## config.mk

```make
export PLATFORM = sky130hd
export DESIGN_NAME = time_field_counter_flat
export DESIGN_NICKNAME = d
export VERILOG_FILES = /design/src/rtl/time_field_if.sv /design/src/rtl/time_field_counter.sv /design/src/flat_wrapper.sv
export SDC_FILE = /design/constraint.sdc
export NUM_CORES = 1
export LEC_CHECK = 0
export ABC_AREA = 1
export ABC_CLOCK_PERIOD_IN_PS = 4800
export CAP_MARGIN = 20
export CORE_ASPECT_RATIO = 1.25
export CORE_MARGIN = 2
export CORE_UTILIZATION = 60
export DETAILED_ROUTE_END_ITERATION = 8
export DONT_BUFFER_PORTS = 1
export PLACE_DENSITY = 0.76
export SYNTH_ARGS = -nofsm -noshare
export SYNTH_HDL_FRONTEND = slang
export SYNTH_SLANG_ARGS = --single-unit
export TNS_END_PERCENT = 100
```

## constraint.sdc

```tcl
create_clock -name clk -period 4.8 [get_ports clk]
set_clock_uncertainty 0.15 [all_clocks]
set_input_delay 0.48 -clock clk [delete_from_list [all_inputs] [get_ports clk]]
set_output_delay 0.48 -clock clk [all_outputs]
set_load 0.05 [all_outputs]
```

## src/rtl/time_field_if.sv

```systemverilog
// Handshake bundle between the alarm clock control logic and one time-field counter.
// The counter connects through the slave modport, the driving logic through the master modport.
interface time_field_if #(
  parameter int unsigned WIDTH = 6
);
  logic             tick_en;
  logic             adj_up;
  logic             adj_dn;
  logic             load;
  logic [WIDTH-1:0] load_val;
  logic [WIDTH-1:0] value;
  logic [3:0]       tens;
  logic [3:0]       ones;
  logic             carry;
  logic             adj_active;

  modport master (
    output tick_en, adj_up, adj_dn, load, load_val,
    input  value, tens, ones, carry, adj_active
  );

  modport slave (
    input  tick_en, adj_up, adj_dn, load, load_val,
    output value, tens, ones, carry, adj_active
  );
endinterface

```

## src/rtl/time_field_counter.sv

```systemverilog
// Time-field counter: tick counting with carry out, button adjust with hold-to-repeat,
// parallel load, and wrap or saturate at the limits. Binary and BCD outputs are registered.
module time_field_counter #(
  parameter int unsigned MODULUS      = 60,
  parameter int unsigned BASE         = 0,
  parameter int unsigned WIDTH        = $clog2(BASE + MODULUS),
  parameter bit          WRAP         = 1'b1,
  parameter int unsigned REPEAT_DELAY = 50,
  parameter int unsigned REPEAT_RATE  = 10
) (
  input  logic         clk,
  input  logic         rst,
  time_field_if.slave  bus
);

  localparam int unsigned MAX    = BASE + MODULUS - 1;
  localparam int unsigned CntMax = (REPEAT_DELAY > REPEAT_RATE) ? REPEAT_DELAY : REPEAT_RATE;
  localparam int unsigned CntW   = (CntMax > 2) ? $clog2(CntMax) : 1;

  localparam logic [WIDTH-1:0] BaseV    = WIDTH'(BASE);
  localparam logic [WIDTH-1:0] MaxV     = WIDTH'(MAX);
  localparam logic [CntW-1:0]  DelayEnd = CntW'(REPEAT_DELAY - 1);
  localparam logic [CntW-1:0]  RateEnd  = CntW'(REPEAT_RATE - 1);
  localparam logic [3:0]       BaseTens = 4'(BASE / 10);
  localparam logic [3:0]       BaseOnes = 4'(BASE % 10);

  if (MAX > 99) begin : g_bad_range
    $fatal(1, "time_field_counter: BASE+MODULUS-1 exceeds two BCD digits");
  end
  if (REPEAT_DELAY < 2 || REPEAT_RATE < 1) begin : g_bad_repeat
    $fatal(1, "time_field_counter: illegal repeat timing");
  end

  typedef enum logic [1:0] {StIdle, StHold, StRpt} adj_state_e;

  adj_state_e       state_q, state_d;
  logic [CntW-1:0]  cnt_q, cnt_d;
  logic             dir_q, dir_d;
  logic             armed_q, armed_d;
  logic             adj_active_q, adj_active_d;
  logic [WIDTH-1:0] value_q, value_d;
  logic [3:0]       tens_q, tens_d;
  logic [3:0]       ones_q, ones_d;
  logic             carry_q, carry_d;

  logic        sole_up, sole_dn, same_dir;
  logic        step, step_up;
  logic [31:0] load_off;
  logic        load_ok;
  logic [31:0] value_int;

  assign sole_up  = bus.adj_up & ~bus.adj_dn;
  assign sole_dn  = bus.adj_dn & ~bus.adj_up;
  assign same_dir = dir_q ? sole_up : sole_dn;

  // Unsigned offset from BASE: out-of-range values on either side land above MODULUS.
  assign load_off = 32'(bus.load_val) - BASE;
  assign load_ok  = load_off < MODULUS;

  // Adjust FSM; armed_q blocks a button still held across reset from stepping.
  always_comb begin
    state_d = state_q;
    cnt_d   = cnt_q;
    dir_d   = dir_q;
    armed_d = armed_q | (~bus.adj_up & ~bus.adj_dn);
    step    = 1'b0;
    step_up = dir_q;
    case (state_q)
      StIdle: begin
        if (armed_q && (sole_up || sole_dn)) begin
          step    = 1'b1;
          step_up = sole_up;
          dir_d   = sole_up;
          cnt_d   = '0;
          state_d = StHold;
        end
      end
      StHold: begin
        if (!same_dir) begin
          cnt_d   = '0;
          state_d = StIdle;
        end else if (cnt_q == DelayEnd) begin
          step    = 1'b1;
          cnt_d   = '0;
          state_d = StRpt;
        end else begin
          cnt_d = cnt_q + 1'b1;
        end
      end
      StRpt: begin
        if (!same_dir) begin
          cnt_d   = '0;
          state_d = StIdle;
        end else if (cnt_q == RateEnd) begin
          step  = 1'b1;
          cnt_d = '0;
        end else begin
          cnt_d = cnt_q + 1'b1;
        end
      end
      default: begin
        cnt_d   = '0;
        state_d = StIdle;
      end
    endcase
    adj_active_d = (state_d != StIdle);
  end

  // Value update: load beats tick beats adjust step.
  always_comb begin
    value_d = value_q;
    carry_d = 1'b0;
    if (bus.load) begin
      value_d = load_ok ? bus.load_val : BaseV;
    end else if (bus.tick_en) begin
      if (value_q != MaxV) begin
        value_d = value_q + 1'b1;
      end else if (WRAP) begin
        value_d = BaseV;
        carry_d = 1'b1;
      end
    end else if (step) begin
      if (step_up) begin
        if (value_q != MaxV) begin
          value_d = value_q + 1'b1;
        end else if (WRAP) begin
          value_d = BaseV;
        end
      end else begin
        if (value_q != BaseV) begin
          value_d = value_q - 1'b1;
        end else if (WRAP) begin
          value_d = MaxV;
        end
      end
    end
    value_int = 32'(value_d);
    tens_d    = 4'(value_int / 10);
    ones_d    = 4'(value_int % 10);
  end

  always_ff @(posedge clk or posedge rst) begin
    if (rst) begin
      state_q      <= StIdle;
      cnt_q        <= '0;
      dir_q        <= 1'b0;
      armed_q      <= 1'b0;
      adj_active_q <= 1'b0;
      value_q      <= BaseV;
      tens_q       <= BaseTens;
      ones_q       <= BaseOnes;
      carry_q      <= 1'b0;
    end else begin
      state_q      <= state_d;
      cnt_q        <= cnt_d;
      dir_q        <= dir_d;
      armed_q      <= armed_d;
      adj_active_q <= adj_active_d;
      value_q      <= value_d;
      tens_q       <= tens_d;
      ones_q       <= ones_d;
      carry_q      <= carry_d;
    end
  end

  assign bus.value      = value_q;
  assign bus.tens       = tens_q;
  assign bus.ones       = ones_q;
  assign bus.carry      = carry_q;
  assign bus.adj_active = adj_active_q;

endmodule

```

## src/flat_wrapper.sv

```systemverilog
// flat-port wrapper written by rule: the top's interface ports become plain ports
module time_field_counter_flat 
#(
  parameter int unsigned MODULUS      = 60,
  parameter int unsigned BASE         = 0,
  parameter int unsigned WIDTH        = $clog2(BASE + MODULUS),
  parameter bit          WRAP         = 1'b1,
  parameter int unsigned REPEAT_DELAY = 50,
  parameter int unsigned REPEAT_RATE  = 10
)
  (clk, rst, bus_tick_en, bus_adj_up, bus_adj_dn, bus_load, bus_load_val, bus_value, bus_tens, bus_ones, bus_carry, bus_adj_active);
  time_field_if #(.WIDTH(WIDTH)) bus_i ();
  input  logic clk;
  input  logic rst;
  input wire logic [$bits(bus_i.tick_en)-1:0] bus_tick_en;
  input wire logic [$bits(bus_i.adj_up)-1:0] bus_adj_up;
  input wire logic [$bits(bus_i.adj_dn)-1:0] bus_adj_dn;
  input wire logic [$bits(bus_i.load)-1:0] bus_load;
  input wire logic [$bits(bus_i.load_val)-1:0] bus_load_val;
  output wire logic [$bits(bus_i.value)-1:0] bus_value;
  output wire logic [$bits(bus_i.tens)-1:0] bus_tens;
  output wire logic [$bits(bus_i.ones)-1:0] bus_ones;
  output wire logic [$bits(bus_i.carry)-1:0] bus_carry;
  output wire logic [$bits(bus_i.adj_active)-1:0] bus_adj_active;
  assign bus_i.tick_en = bus_tick_en;
  assign bus_i.adj_up = bus_adj_up;
  assign bus_i.adj_dn = bus_adj_dn;
  assign bus_i.load = bus_load;
  assign bus_i.load_val = bus_load_val;
  assign bus_value = bus_i.value;
  assign bus_tens = bus_i.tens;
  assign bus_ones = bus_i.ones;
  assign bus_carry = bus_i.carry;
  assign bus_adj_active = bus_i.adj_active;
  time_field_counter #(.MODULUS(MODULUS), .BASE(BASE), .WIDTH(WIDTH), .WRAP(WRAP), .REPEAT_DELAY(REPEAT_DELAY), .REPEAT_RATE(REPEAT_RATE)) u_core (.clk(clk), .rst(rst), .bus(bus_i));
endmodule
```

==> impl_results.md <==
- Number of antenna violations at the first check in global routing: 0
- Met2 usage: 0.430
- FP Rows: 25
- Power, Total: ~1100 µW
- Xor and xnor fraction of the mapped netlist area: 0.0148
- Post-synth top area share: 0.254
- Drt first pass iters: 4
- Register bit count reported by yosys: 24
- Register area share after synthesis: 0.254
- CP bufs+invs: 5
- Most frequently used cell type in the post-synthesis netlist: nand2_1
- First-pass GRT wire length: about 8400 µm
- Unrepaired setup endpoints after global routing: no
- Mux share of post-synthesis cell area: 0.00424
- Aggregate global routing overflow: 0
- Synthesized Nets: between 300 and 400
- Leak Pwr: about 0.0013 µW
- Via/cell ratio: roughly 5.2
- Post-route DRC violation count: 0
- Routed wire length: 4600 µm
- Most Used Layer, Global Route: met2
- Gr usage total: 0.242
- Peak supply drop: around 0.00028 V
- GR met3 Demand/Resource: 0.0330
- Slowest cell on the critical path: dfrtp_1
- Starting utilization of the core area: 0.624
- Clock buffer count from CTS: 3
- Total Nets Final: about 360
- Count of final hold-check violations: 0
- Total number of clock tree sinks: 24
- Clock-pin slew reported for the worst setup and hold paths after clock tree synthesis: 80 ps
- Shortest period the worst path allows: 4050 ps
- Gate count after technology mapping: between 300 and 400
- Maximum number of pins on one net before global-route repair: 25
- Number of flops mapped to enable cells by yosys: 0
- Worst skew pair latency: approximately 280 ps
- Post-route insts no fill: about 380
- Top cell type by total area after synthesis: dfrtp_1
- Average footprint of a synthesized cell: between 7 and 8 µm²
- Post-CTS Setup Repair Bufs: 0
- Post-cts sizing count: 0
- Clock tree from TritonCTS: built
- Remaining antenna violation count after routing: 0
- Number of placed cells counting well taps: between 300 and 400
- Kind of critical path: flip-flop to flip-flop
- Category of the worst setup path launch point: flip-flop
- Maximum root-to-sink buffer count: 2
- Die Outline Area: ~4500 µm²
- Setup slack, reg-to-reg: approximately 750 ps
- Adder and majority gate portion of the synthesized area: 0.0953
- Number of global-route vias before repair: around 2.0k
- Max_slew headroom: 0.404
- Most frequent cell on the critical path: nand2_1
- Critical path endpoint category: flip-flop
- Cts hold-fix bufs: 0
- Post-synthesis compound-gate area fraction: 0.0821
- IO buf count: 0
- Number of inserted diodes: 0
- Routed wire per std cell: ~12 µm
- Core Region: 3780 µm²
- Die Wd: roughly 60 µm
- Detailed Route Iter0 Violations: 73
- CTS H-Tree Depth: 1
- Combinational family with the most area after synthesis: simple AND/OR/NAND/NOR gates
- Most frequently used flop master after synthesis: dfrtp_1
- Maximum achievable frequency: approximately 250 MHz
- Die Y-Extent: approximately 74 µm
- Detail Placement HPWL: 3700 µm
- Period utilization: 0.843
- Number of cells traversed by the worst register-to-register path: 28
- Share of the core filled with cells: 0.653
- Layout overhead on the synthesized area: 4.55%
- Max-capacitance violation count: 0
- I/O pin count: 28
- Warnings from Yosys: 0
- Root buffer selected by CTS: clkbuf_8
- Synth area leaders: dfrtp_1 (25%), nand2_1 (12%), ha_1 (9.5%)
- Launch point of the worst reg-to-reg path: u_core.bus.value[1]
- Unique cell type count in the Yosys netlist: 38
- Setup total negative slack: 0 ps
- Crit Reg-Reg Endpoint: u_core.bus.ones[3]
- Crit path arrival time: around 4100 ps
- Async set-reset flop share out of synthesis: 1.00
- Final number of max-transition violations: 0
- Commonest cells in the netlist: nand2_1 (76), inv_1 (44), nor2_1 (37)
- Cell area after layout: 2470 µm²
- Total setup violations reported at the end of the flow: 0
- Placed instance area: between 2000 and 2500 µm²
- Routability cong.: 0.876
- Cell family with the largest share of critical-path delay: simple AND/OR/NAND/NOR gates
- Cell area after synthesis: about 2400 µm²
- Power density over the cells: about 460 nW/µm²
- GR Util met1: 0.296
- Total vias in the final route: ~2.0k
- Largest fanout on the critical path: 8
- Layout cell share with drive strength beyond 1: 0.192
- Required time worst endpoint: a little under 5000 ps
- Status: finished, final reports clean
- Basic-gate share of the synthesized area counting and, or, nand and nor cells: 0.448
- Worst Max-Slew Pin Slew: slightly below 900 ps
- Type of the worst min-delay path: primary input to async pin
- CP max stage delay: around 770 ps
[how the worst max path moves through the flow]
| stage | from | to | slack (ps) | cells past startpoint |
|---|---|---|---|---|
| final | u_core.bus.value[1] | u_core.bus.ones[3] | 750 | 28 |
| after CTS | u_core.bus.value[1] | u_core.bus.ones[3] | 780 | 28 |
| after floorplan | u_core.bus.value[0] | u_core.bus.ones[3] | 1030 | 26 |
| after global routing | u_core.bus.value[1] | u_core.bus.ones[3] | 360 | 28 |
| after global placement | u_core.bus.value[1] | u_core.bus.ones[3] | 900 | 25 |
| after detailed placement | u_core.bus.value[1] | u_core.bus.ones[3] | 810 | 28 |
[registers in the layout, summed over array words and instances (netlist names)]
signal / flops
u_core.state_q: 2
u_core.bus.value: 6
u_core.armed_q: 1
u_core.dir_q: 1
u_core.bus.carry: 1
u_core.bus.tens: 3
u_core.bus.ones: 3
u_core.bus.adj_active: 1
u_core.cnt_q: 6
[placed cells by master (no fill, tap or decap), types with 2 or more instances in the layout]
cell type and instances:
nand2_1 76, inv_1 44, nor2_1 37, nand3_1 26, dfrtp_1 24, ha_1 18, nand2_2 16, nand3_2 12
a21oi_1 10, nand4_1 9, nand2_4 6, nor2_4 6, xor2_1 4, inv_2 4, o21ai_0 3, o22ai_1 3
o211ai_1 3, clkbuf_8 3, inv_4 2, a21boi_1 2, o21ai_2 2, nor3_1 2
[worst reg2reg max path, delay by kind of cell (launching register included)]
kind / cells / cell delay (ps)
buf+inv: 5 / 330
flops: 1 / 770
fa+ha+maj: 4 / 1040
simple gates: 16 / 1150
compound gates: 3 / 560
[cell type report]
cell class | instances | area (µm²)
inverters | 51 | 198
repair buffers | 1 | 7.51
flip-flops and latches | 24 | 601
multi-input cells | 248 | 1530
clock inverters | 1 | 30.0
well taps | 54 | 67.6
clock buffers | 3 | 41.3
fillers | 345 | 1310
[routing by layer]
metal / up-vias / wire [µm]
met5: - / 0
met4: 0 / 85
met3: 9 / 179
met2: 44 / 2370
met1: 902 / 1960
li1: 1042 / -
[power by group]
group / switching [µW] / internal [µW] / leakage, µW
Sequential: 162 / 244 / 0.000299
Clock: 69.1 / 112 / 0.0000357
Combinational: 357 / 183 / 0.000966
[cells by family after synthesis]
| family | after synthesis |
|---|---|
| AOI/OAI and AO/OA | 28 |
| xor gates and xnor gates | 4 |
| adders and majority gates | 18 |
| buffers and inverters | 57 |
| DFF | 24 |
| muxes | 1 |
| other | 1 |
| and+or+nand+nor | 196 |
[metrics by stage]
step	setup WS (ps)	hold WS, ps
3_3_place_gp	896	381
5_1_grt	361	124
6_report	752	125
2_1_floorplan	1030	345
4_1_cts	779	118
3_5_place_dp	811	390
(Power assumes the default switching activity.)
